### src/rtl/mul_share_pkg.sv
// mul_share_pkg
// Shared constants and types for the time-shared multiplier scheduler.
//   CHAN_A / CHAN_X : channel tags carried with every product
//   DEPTH           : number of result buffer entries
//   CNT_W           : width of the buffer occupancy count (holds 0..DEPTH)
//   DEFAULT_N       : default operand/result width
//   entry_t         : one buffered result at the default width
package mul_share_pkg;

    localparam logic CHAN_A    = 1'b0;
    localparam logic CHAN_X    = 1'b1;
    localparam int   DEPTH     = 2;
    localparam int   CNT_W     = 2;
    localparam int   DEFAULT_N = 8;

    typedef struct packed {
        logic                 chan;
        logic [DEFAULT_N-1:0] data;
    } entry_t;

endpackage

### src/rtl/mul_share_sched_if.sv
// mul_share_sched_if
// Bundles the two request channels and the result channel of the scheduler.
//   a_valid/a_ready/a_op/b_op : channel A request handshake and operands
//   x_valid/x_ready/x_op/y_op : channel X request handshake and operands
//   p_valid/p_ready/p_data/p_chan : result handshake, product and source tag
// Modports:
//   slave  : the scheduler itself
//   master : requesters and result consumer
interface mul_share_sched_if #(
    parameter int N = 8
);

    logic         a_valid;
    logic         a_ready;
    logic [N-1:0] a_op;
    logic [N-1:0] b_op;

    logic         x_valid;
    logic         x_ready;
    logic [N-1:0] x_op;
    logic [N-1:0] y_op;

    logic         p_valid;
    logic         p_ready;
    logic [N-1:0] p_data;
    logic         p_chan;

    modport slave (
        input  a_valid, a_op, b_op,
        input  x_valid, x_op, y_op,
        input  p_ready,
        output a_ready, x_ready,
        output p_valid, p_data, p_chan
    );

    modport master (
        output a_valid, a_op, b_op,
        output x_valid, x_op, y_op,
        output p_ready,
        input  a_ready, x_ready,
        input  p_valid, p_data, p_chan
    );

endinterface

### src/rtl/mul_share_fifo2.sv
// mul_share_fifo2
// Two-entry in-order result buffer holding a product and its channel tag.
//   clk, rst_n          : clock and synchronous active-low reset
//   push                : write push_chan/push_data (ignored when full)
//   push_chan/push_data : entry to store
//   pop                 : discard the head entry (ignored when empty)
//   count               : registered occupancy, 0..2
//   head_valid          : buffer not empty
//   head_chan/head_data : oldest entry; hold their last value when empty
module mul_share_fifo2
    import mul_share_pkg::*;
#(
    parameter int N = DEFAULT_N
) (
    input  logic             clk,
    input  logic             rst_n,
    input  logic             push,
    input  logic             push_chan,
    input  logic [N-1:0]     push_data,
    input  logic             pop,
    output logic [CNT_W-1:0] count,
    output logic             head_valid,
    output logic             head_chan,
    output logic [N-1:0]     head_data
);

    typedef struct packed {
        logic         chan;
        logic [N-1:0] data;
    } slot_t;

    slot_t mem [DEPTH];
    logic  wr_ptr;
    logic  rd_ptr;
    logic  do_push;
    logic  do_pop;

    assign do_push = push && (count != CNT_W'(DEPTH));
    assign do_pop  = pop && (count != '0);

    // Pointer-based storage: entries never move, so a simultaneous push and
    // pop leaves the older entry at the head and the count unchanged.
    always_ff @(posedge clk) begin
        if (!rst_n) begin
            mem[0] <= '0;
            mem[1] <= '0;
            wr_ptr <= 1'b0;
            rd_ptr <= 1'b0;
            count  <= '0;
        end else begin
            if (do_push) begin
                mem[wr_ptr] <= '{chan: push_chan, data: push_data};
                wr_ptr      <= ~wr_ptr;
            end
            if (do_pop) begin
                rd_ptr <= ~rd_ptr;
            end
            case ({do_push, do_pop})
                2'b10:   count <= count + CNT_W'(1);
                2'b01:   count <= count - CNT_W'(1);
                default: count <= count;
            endcase
        end
    end

    assign head_valid = (count != '0);
    assign head_chan  = mem[rd_ptr].chan;
    assign head_data  = mem[rd_ptr].data;

endmodule

### src/rtl/mul_share_sched.sv
// mul_share_sched
// Round-robin scheduler that time-shares one N x N multiplier between two
// request channels and queues the truncated products in a 2-entry buffer.
//   clk   : clock, rising edge
//   rst_n : synchronous active-low reset
//   bus   : slave side of mul_share_sched_if (A/X requests, tagged results)
module mul_share_sched
    import mul_share_pkg::*;
#(
    parameter int N = DEFAULT_N
) (
    input  logic               clk,
    input  logic               rst_n,
    mul_share_sched_if.slave   bus
);

    logic             rr_last;
    logic             grant_a;
    logic             grant_x;
    logic             space;
    logic             sel_chan;
    logic             push;
    logic             pop;
    logic [N-1:0]     op_l;
    logic [N-1:0]     op_r;
    logic [N-1:0]     product;
    logic [CNT_W-1:0] count;
    logic             head_valid;
    logic             head_chan;
    logic [N-1:0]     head_data;

    // A lone requester always wins; on a tie the channel that did not win
    // the last accept goes next.
    always_comb begin
        grant_a = bus.a_valid && (!bus.x_valid || (rr_last == CHAN_X));
        grant_x = bus.x_valid && (!bus.a_valid || (rr_last == CHAN_A));
    end

    // Space comes only from the registered count, which keeps p_ready out of
    // the ready path at the cost of one bubble after a pop from full.
    // Ready is held low during reset so no transfer appears to complete.
    assign space       = (count != CNT_W'(DEPTH));
    assign bus.a_ready = rst_n && space && grant_a;
    assign bus.x_ready = rst_n && space && grant_x;

    assign push = (bus.a_valid && bus.a_ready) || (bus.x_valid && bus.x_ready);
    assign pop  = bus.p_valid && bus.p_ready;

    // Operands are muxed before the single multiplier; the N-bit result
    // context truncates the product to its low N bits.
    always_comb begin
        sel_chan = grant_a ? CHAN_A : CHAN_X;
        op_l     = (sel_chan == CHAN_A) ? bus.a_op : bus.x_op;
        op_r     = (sel_chan == CHAN_A) ? bus.b_op : bus.y_op;
        product  = op_l * op_r;
    end

    // rr_last resets to X so that A wins the first tie after reset.
    always_ff @(posedge clk) begin
        if (!rst_n) begin
            rr_last <= CHAN_X;
        end else if (push) begin
            rr_last <= sel_chan;
        end
    end

    mul_share_fifo2 #(
        .N (N)
    ) u_fifo (
        .clk        (clk),
        .rst_n      (rst_n),
        .push       (push),
        .push_chan  (sel_chan),
        .push_data  (product),
        .pop        (pop),
        .count      (count),
        .head_valid (head_valid),
        .head_chan  (head_chan),
        .head_data  (head_data)
    );

    assign bus.p_valid = head_valid;
    assign bus.p_chan  = head_chan;
    assign bus.p_data  = head_data;

endmodule

### src/flat_wrapper.sv
// flat-port wrapper written by rule: the top's interface ports become plain ports
module mul_share_sched_flat import mul_share_pkg::*;
#(
    parameter int N = DEFAULT_N
)
  (clk, rst_n, bus_a_valid, bus_a_op, bus_b_op, bus_x_valid, bus_x_op, bus_y_op, bus_p_ready, bus_a_ready, bus_x_ready, bus_p_valid, bus_p_data, bus_p_chan);
  mul_share_sched_if #(.N(N)) bus_i ();
  input  logic clk;
  input  logic rst_n;
  input wire logic [$bits(bus_i.a_valid)-1:0] bus_a_valid;
  input wire logic [$bits(bus_i.a_op)-1:0] bus_a_op;
  input wire logic [$bits(bus_i.b_op)-1:0] bus_b_op;
  input wire logic [$bits(bus_i.x_valid)-1:0] bus_x_valid;
  input wire logic [$bits(bus_i.x_op)-1:0] bus_x_op;
  input wire logic [$bits(bus_i.y_op)-1:0] bus_y_op;
  input wire logic [$bits(bus_i.p_ready)-1:0] bus_p_ready;
  output wire logic [$bits(bus_i.a_ready)-1:0] bus_a_ready;
  output wire logic [$bits(bus_i.x_ready)-1:0] bus_x_ready;
  output wire logic [$bits(bus_i.p_valid)-1:0] bus_p_valid;
  output wire logic [$bits(bus_i.p_data)-1:0] bus_p_data;
  output wire logic [$bits(bus_i.p_chan)-1:0] bus_p_chan;
  assign bus_i.a_valid = bus_a_valid;
  assign bus_i.a_op = bus_a_op;
  assign bus_i.b_op = bus_b_op;
  assign bus_i.x_valid = bus_x_valid;
  assign bus_i.x_op = bus_x_op;
  assign bus_i.y_op = bus_y_op;
  assign bus_i.p_ready = bus_p_ready;
  assign bus_a_ready = bus_i.a_ready;
  assign bus_x_ready = bus_i.x_ready;
  assign bus_p_valid = bus_i.p_valid;
  assign bus_p_data = bus_i.p_data;
  assign bus_p_chan = bus_i.p_chan;
  mul_share_sched #(.N(N)) u_core (.clk(clk), .rst_n(rst_n), .bus(bus_i));
endmodule
### config.mk
export PLATFORM = sky130hd
export DESIGN_NAME = mul_share_sched_flat
export DESIGN_NICKNAME = d
export VERILOG_FILES = /design/src/rtl/mul_share_pkg.sv /design/src/rtl/mul_share_sched_if.sv /design/src/rtl/mul_share_fifo2.sv /design/src/rtl/mul_share_sched.sv /design/src/flat_wrapper.sv
export SDC_FILE = /design/constraint.sdc
export NUM_CORES = 1
export LEC_CHECK = 0
export ABC_AREA = 1
export CAP_MARGIN = 15
export CELL_PAD_IN_SITES_DETAIL_PLACEMENT = 1
export CELL_PAD_IN_SITES_GLOBAL_PLACEMENT = 1
export CORE_UTILIZATION = 34
export CTS_CLUSTER_DIAMETER = 120
export DETAILED_ROUTE_END_ITERATION = 10
export GPL_TIMING_DRIVEN = 0
export PLACE_DENSITY = 0.84
export SLEW_MARGIN = 20
export SYNTH_ARGS = -nofsm -noshare
export SYNTH_HDL_FRONTEND = slang
export SYNTH_SLANG_ARGS = --single-unit
### constraint.sdc
create_clock -name clk -period 7.1 [get_ports clk]
set_input_delay 1.42 -clock clk [delete_from_list [all_inputs] [get_ports clk]]
set_output_delay 1.42 -clock clk [all_outputs]
set_load 0.01 [all_outputs]
Yosys cells after proc, flatten, opt, wreduce, memory -nomap -nowiden. Memory sizes are Yosys's and may differ from the RTL's. A register that Yosys moved wholly into a read port is not among the register bits. Cells that the tools add are included.

Register bits after elaboration: 5. RAM bits: 18. Input bits: 37. Output and inout port bits: 12. Word-level logic and storage cells: 45. Memories kept: 1.

$add $sub $neg: 2. Multipliers: 1. Equality and inequality tests: 3. Multiplexer cells: 13. Bitwise operators: 3. Reductions and logical operators: 18.

Memories: u_core.u_fifo.mem (words 2, width 9, read ports 1, clocked after Yosys merged registers in 1, wr ports 2, line mul_share_fifo2.sv:32) `slot_t mem [DEPTH];`.

Operator list (count): 2-to-1 mux 8 bit (2); logical AND 1 bit (10); 2-to-1 mux 1 bit (9); 2-to-1 mux 9 bit (1); OR reduction 9 bit (1); multiplier 8 x 8 -> 8 bit (1); one-hot mux 2 bit (2 select lines) (1); nonzero test 2 bit (2); logical OR 1 bit (3); NOT 1 bit (3); adder 2 x 1 -> 2 bit, second input constant (1); equality test 2 x 1 -> 1 bit, second input constant (1); equality test 2 bit, second input constant (1); logical NOT 1 bit (2); != test 2 bit, second input constant (1); subtractor 2 x 1 -> 2 bit, second input constant (1).

Depth between registers and ports, before layout. Gate-level depths: netlist (run 1).

Word-level depth: 12. Depth in mapped cells: 29. Depth with buffers taken out: 28.

Modules after synthesis. A second synthesis (run 1) with hierarchy kept.

Cell total of the unflattened synthesis: 323. Area total of the unflattened synthesis: 2459.9 sq um.

By module, submodules not included: mul_share_sched (instances 1, cells an instance 229, area each 1408.9 sq um, sequential area each 20.0 sq um); mul_share_fifo2 (instances 1, cells an instance 94, area each 1051.0 sq um, sequential area each 640.6 sq um).

Worst setup path after synthesis (run 1). OpenSTA, ideal clock, no wires.

Path kind: input to register. From: input bus_a_valid. To: memory u_core.u_fifo.mem[0][7] (netlist bit), data pin. Setup time: 0.259 ns. Arrival: 5.179 ns. Data required time: 6.841 ns. Slack: 1.663 ns. Stages on the path: 27. Buffers on the path: 0. Cell sequence: nand2_1 nand2_4 nand2_1 nand2_1 nand2_1 fa_1 fa_1 inv_1 fa_1 inv_1 fa_1 inv_1 ha_1 nand3_1 nand3_1 nand2_1 nand2_1 nand2_1 inv_1 nor2_1 nand2_1 nand2_1 nand2_1 nand2_1 inv_1 nand2_1 a21oi_1.

RTL lines: start, declared (line flat_wrapper.sv:10) `input wire logic [$bits(bus_i.a_valid)-1:0] bus_a_valid;`; end, declared (line mul_share_fifo2.sv:32).

==> impl_metrics.tcl, run 1 <==
set metrics [dict create \
    finalCritPeriodShare_pct 86.17 \
    hp-class "register to register" \
    grt_pass1_wl_microns 10160 \
    hp-start "u_core.u_fifo.rd_ptr$_SDFFE_PN0P_" \
    htree_levels 1 \
    synth_ff_type "edfxtp_1" \
    ys_seq_area_share_pct 27.85 \
    port_buffers 48 \
    vdd_drop_max_uv 66.83 \
    routed_wl_microns 5589 \
    clk_pin_slew_ps 80 \
    combPwrFrac_pct 58.3 \
    maxSlewViolCount 0 \
    period_needed_ps 6118 \
    cts_buffers 3 \
    antenna_found_initial 0 \
    p_total_w 0.0006736 \
    clock_tree.root_cell "clkbuf_8" \
    synth-edff-count 18 \
    post_drt_wl_per_cell_microns 12.02 \
    core_area_sq_um 6756 \
    net-switching-power_w 0.0002728 \
    clkPwrFrac_pct 13.7 \
    nFillCells 870 \
    syn_avg_cell_area_sq_um 7.124 \
    layout.nets 452 \
    routed_via_density 4.669 \
    route.detailed.drc 0 \
    p_leak_nw 1.597 \
    initial_core_util_pct 35.11 \
    final_core_util_pct 44.52 \
    grt_pass1_vias 2312 \
    cts_sinks 24 \
    postSynthCellCount 333 \
    multi_input_area_sq_um 1396 \
    diodes 0 \
    max_freq_ghz 0.1635 \
    rr_endpoint "u_core.u_fifo.mem[0][7]$_SDFFCE_PN0P_" \
    drive_above_1_share_pct 6.494 \
    status "finished, final reports clean" \
    cp-start-kind "primary input" \
    cp_slowest_cell "fa_1" \
    tns_ps 0 \
    yosys_warnings 0 \
    setup_viol 0 \
    hpwl_microns 4827 \
    arrival_ps 6140 \
    maxCapViolations 0 \
    rr_worst_depth 27 \
    seqPwrFrac_pct 28.0 \
    post_cts_buffers 0 \
    die_h_microns 85.53 \
    p_int_w 0.0004008 \
    syn_to_final_growth_pct 26.79 \
    r2r_slack_ps 2220 \
    powerDensity_nw_per_um2 223.9 \
    gp_congestion 0.8124 \
    critical_path.startpoint "bus_a_valid" \
    cts_resized 0 \
    cts_tree "done" \
    slew_headroom_pct 68.43 \
    drt_pass1_iterations 4 \
    async_flop_share_pct 0 \
    fp-row-count 30 \
    io_pins 49 \
    worst_pin_slew_ps 473.6 \
    drt_first_iter_violations 72 \
    synth_cell_types 24 \
    ctsHoldBuffers 0 \
    insertion_delay_ps 270 \
    die-area_sq_um 7315 \
    grt_max_degree 14 \
    ant_nets 0 \
    synth-seq-cells 24 \
    rsz0062_at_grt "no" \
    netlist_area_sq_um 2372 \
    path_max_fanout 8 \
    cpPeakStageDelay_ps 550 \
    cp_common_cell "nand2_1" \
    die_width_microns 85.53 \
    setup_ws_ps 982.2 \
    grt_usage_pct 17.12 \
    end_kind "register" \
    synthesis.nets 399 \
    cts_buffer_depth 2 \
    worstPathRequired_ps 7120 \
    fin_worst_skew_ps 5.514 \
    seqCellArea_sq_um 660.6 \
    r2r-start "u_core.rr_last$_SDFFE_PN1N_" \
    overflow 0 \
    crit_type "primary input to register" \
    via_count 2171 \
    report.final.hold_viol_count 0 \
    place_ws_ps 654.0 \
    swShare_pct 40.50 \
    crit_end "u_core.u_fifo.mem[0][7]$_SDFFCE_PN0P_" \
]
## cell usage after synthesis, drive strengths merged (2+ instances only)
library cell / count / area share, %
nand3b: 2 / 0.63
nor2: 39 / 6.3
buf: 3 / 1.4
mux2: 9 / 4.3
o21ai: 7 / 1.5
dfxtp: 6 / 5.1
a21oi: 11 / 2.3
edfxtp: 18 / 23
inv: 72 / 11
nand3: 21 / 4.4
ha: 17 / 9.0
fa: 12 / 10
clkinv: 2 / 0.32
nand2: 108 / 19
xnor2: 2 / 0.74
## worst min path at each step
stage / endpoint / depth (start not counted)
3_3_place_gp: u_core.u_fifo.rd_ptr$_SDFFE_PN0P_ / 1
2_1_floorplan: register / 1
3_5_place_dp: u_core.u_fifo.rd_ptr$_SDFFE_PN0P_ / 1
6_report: u_core.u_fifo.rd_ptr$_SDFFE_PN0P_ / 1
4_1_cts: u_core.u_fifo.rd_ptr$_SDFFE_PN0P_ / 1
5_1_grt: u_core.u_fifo.rd_ptr$_SDFFE_PN0P_ / 1
## cells by family (layout without fill, tap and decap cells)
kind of cell,after synthesis,count (layout),synth area share [%]
adders and majority gates,29,29,19.09
muxes,9,9,4.272
and+or+nand+nor,171,171,30.27
buffers and inverters,78,130,13.29
AOI/OAI and AO/OA,19,19,4.114
xor gates and xnor gates,3,3,1.108
DFF,24,24,27.85
## power groups by stage
stage	Sequential, W	Clock [W]	Combinational, W
3_5_place_dp	0.000192	0	0.000395
5_1_grt	0.000191	0.000100	0.000454
3_3_place_gp	0.000190	0	0.000378
4_1_cts	0.000189	0.0000938	0.000399
2_1_floorplan	0.000189	0	0.000274
6_report	0.000189	0.0000924	0.000393
## layer usage
metal / GRT usage [%] / share of wire, % / up-vias
li1: - / - / 1116
met1: 20.74 / 44 / 1015
met2: 32.80 / 52 / 35
met3: 0.9625 / 2.0 / 5
met4: 4.545 / 1.3 / 0
met5: 0 / 0 / -
## state kept, by name, summed over array words and instances, names as in the netlist, named ones only
signal and count:
u_core.u_fifo.wr_ptr 1, u_core.u_fifo.mem 18, u_core.u_fifo.count 2, u_core.rr_last 1, u_core.u_fifo.rd_ptr 1
## placed cells by master (no fill, tap or decap), types with 3 or more instances in the layout
cell type and count:
a21oi_1 11, buf_6 3, clkbuf_8 4, clkdlybuf4s50_1 48, dfxtp_1 6, edfxtp_1 18
fa_1 12, ha_1 17, inv_1 71, mux2_2 9, nand2_1 101, nand2_2 3
nand2_4 4, nand3_1 21, nor2_1 38, o21ai_0 4, o21ai_1 3
## critical path, delay by kind of cell
kind | cells | cell delay (ps)
AOI/OAI and AO/OA | 1 | 60
adders and majority gates | 5 | 2330
buffers and inverters | 6 | 720
and+or+nand+nor | 16 | 1630
## stage by stage
step                std cells  cell area (sq um)  hold WS, ps
floorplan                 333               2372        425.5
global placement          461               2953        438.6
detailed placement        461               2953        452.3
CTS                       465               3008        466.3
global route              465               3008        494.1
finish                    465               3008        467.0
## cell type report
class                           count  share of cell area, %
Tap cell                           80                  3.328
Timing Repair Buffer               48                  15.97
Inverter                           74                  9.235
Sequential cell                    24                  21.96
Buffer                              4                  1.248
Clock buffer                        4                  1.830
Multi-Input combinational cell    231                  46.42
(Power assumes the default switching activity.)
==> run 2: changes to the inputs <==
GPL_TIMING_DRIVEN = default   (was 0)
TNS_END_PERCENT = 100   (was default)
==> run 2 against run 1 <==
Clock power decreased by 15%; count of clock-buffer cells in the layout unchanged; clock skew down 3.9 ps; sequential power barely moved; global-route usage about the same; wire length increased by 2.2%; non-clock buffer count down 4; utilization fell by 0.70 points; critical path type unchanged; largest power group unchanged; sequential share of layout area increased by 0.35 points; critical endpoint is now u_core.u_fifo.mem[1][7]$_SDFFCE_PN0P_; register-to-register slack better by 50 ps; die area unchanged.
==> impl_metrics.tcl, run 2 (synthesis gave the netlist of run 1 again) <==
set metrics [dict create \
    tns_ps 0 \
    gp_congestion 0.8556 \
    routed_wl_microns 5713 \
    clkPwrFrac_pct 11.9 \
    rr_worst_depth 27 \
    place_ws_ps 319.0 \
    seqPwrFrac_pct 29.0 \
    path_max_fanout 14 \
    grt_pass1_wl_microns 9894 \
    hp-start "u_core.u_fifo.rd_ptr$_SDFFE_PN0P_" \
    crit_type "primary input to register" \
    setup_ws_ps 588.7 \
    r2r-start "u_core.rr_last$_SDFFE_PN1N_" \
    port_buffers 48 \
    max_freq_ghz 0.1536 \
    hp-class "register to register" \
    initial_core_util_pct 35.11 \
    min_delay_path_depth 1 \
    slew_headroom_pct 67.44 \
    swShare_pct 41.31 \
    cts_tree "done" \
    overflow 0 \
    p_int_w 0.0003893 \
    nFillCells 884 \
    via_count 2136 \
    syn_to_final_growth_pct 24.79 \
    post_drt_wl_per_cell_microns 12.39 \
    ant_nets 0 \
    grt_usage_pct 17.09 \
    p_leak_nw 1.572 \
    vdd_drop_max_uv 64.94 \
    arrival_ps 6520 \
    post-route-cell-area_sq_um 2960 \
    grt_pass1_vias 2213 \
    htree_levels 1 \
    diodes 0 \
    fp-row-count 30 \
    routed_via_density 4.633 \
    finalCritPeriodShare_pct 91.71 \
    drt_pass1_iterations 4 \
    maxSlewViolCount 0 \
    post_cts_buffers 0 \
    cts_buffer_depth 2 \
    antenna_found_initial 0 \
    mostFrequentLayoutCell "nand2_1" \
    die_width_microns 85.53 \
    seqCellArea_sq_um 660.6 \
    top_regs "u_core.u_fifo.mem: 18 flops, u_core.u_fifo.count: 2 flops" \
    core_area_sq_um 6756 \
    die_h_microns 85.53 \
    ctsHoldBuffers 0 \
    cp-start-kind "primary input" \
    setup_viol 0 \
    worst_pin_slew_ps 486.9 \
    finalNonFillerCells 461 \
    largest_reg_flops 18 \
    layout.nets 448 \
    period_needed_ps 6511 \
    final_core_util_pct 43.81 \
    net-switching-power_w 0.0002741 \
    rr_endpoint "u_core.u_fifo.mem[1][7]$_SDFFCE_PN0P_" \
    mostFrequentLayoutCells "101 x nand2_1, 71 x inv_1, 48 x clkdlybuf4s50_1, 38 x nor2_1, 21 x nand3_1" \
    die-area_sq_um 7315 \
    grt_max_degree 18 \
    route.detailed.drc 0 \
    hpwl_microns 4977 \
    worstPathRequired_ps 7110 \
    status "finished, final reports clean" \
    multi_input_area_sq_um 1396 \
    drive_above_1_share_pct 5.512 \
    top_register "u_core.u_fifo.mem" \
    clock_tree.root_cell "clkbuf_8" \
    io_pins 49 \
    powerDensity_nw_per_um2 224.1 \
    combPwrFrac_pct 59.1 \
    cts_sinks 24 \
    rsz0062_at_grt "no" \
    maxCapViolations 0 \
    r2r_slack_ps 2270 \
    placedCellCount 457 \
    clk_pin_slew_ps 80 \
    cts_buffers 3 \
    postPlaceCellArea_sq_um 2915 \
    end_kind "register" \
    fin_worst_skew_ps 1.640 \
    report.final.hold_viol_count 0 \
    cts_resized 0 \
    drt_first_iter_violations 23 \
    insertion_delay_ps 260 \
]
## run 2: changes by cell type in the layout (fill, tap and decap cells not counted)
| cell | change |
|---|---|
| buf_6 | -3 |
| clkbuf_8 | -1 |
## run 2: through the flow
step	hold slack, ps	total power [W]
floorplan	425.5	0.0004626
global placement	435.9	0.0005632
detailed placement	452.1	0.0005903
CTS	467.9	0.0006735
global route	494.9	0.0007334
finish	472.6	0.0006634
## run 2: routing by layer
metal | global-route usage [%] | vias up | routed length [microns]
met4 | 6.818 | 0 | 102
met5 | 0 | - | 0
met1 | 19.70 | 989 | 2496
li1 | - | 1107 | -
met2 | 33.02 | 34 | 3022
met3 | 0.7700 | 6 | 93
## run 2: critical path: stages
cell	delay [ps]
clkdlybuf4s50_1	770
nand2_1	320
nand2_4	240
nand2_1	70
nand2_1	160
nand2_1	100
fa_1	420
fa_1	540
inv_1	50
fa_1	470
inv_1	50
fa_1	530
inv_1	50
ha_1	340
nand3_1	130
nand3_1	80
nand2_1	60
nand2_1	70
nand2_1	90
inv_1	40
nor2_1	80
nand2_1	70
nand2_1	60
nand2_1	40
nand2_1	60
inv_1	40
nand2_1	70
a21oi_1	60
## run 2: layout make-up
cell class | instances | share of cell area [%]
clock buffer | 4 | 1.522
timing repair buffer | 48 | 16.23
inverter | 74 | 9.383
multi-input combinational | 231 | 47.17
tap | 80 | 3.381
sequential | 24 | 22.32
## run 2: worst max path at each step
stage | depth (start not counted) | slack [ps] | from | end
3_3_place_gp | 28 | 540 | bus_a_valid | u_core.u_fifo.mem[0][7]$_SDFFCE_PN0P_
3_5_place_dp | 28 | 320 | bus_a_valid | u_core.u_fifo.mem[1][7]$_SDFFCE_PN0P_
4_1_cts | 28 | 590 | bus_a_valid | u_core.u_fifo.mem[1][7]$_SDFFCE_PN0P_
5_1_grt | 28 | 140 | bus_a_valid | u_core.u_fifo.mem[1][7]$_SDFFCE_PN0P_
6_report | 28 | 590 | bus_a_valid | u_core.u_fifo.mem[1][7]$_SDFFCE_PN0P_
2_1_floorplan | 27 | 1660 | bus_a_valid | u_core.u_fifo.mem[0][7]$_SDFFCE_PN0P_
## run 2: power groups by stage
stage | clock network (W) | logic (W) | registers [W]
after floorplan | 0 | 0.000274 | 0.000189
after global placement | 0 | 0.000369 | 0.000194
after detailed placement | 0 | 0.000394 | 0.000196
after CTS | 0.0000817 | 0.000399 | 0.000193
after global routing | 0.0000856 | 0.000452 | 0.000196
final | 0.0000787 | 0.000392 | 0.000192
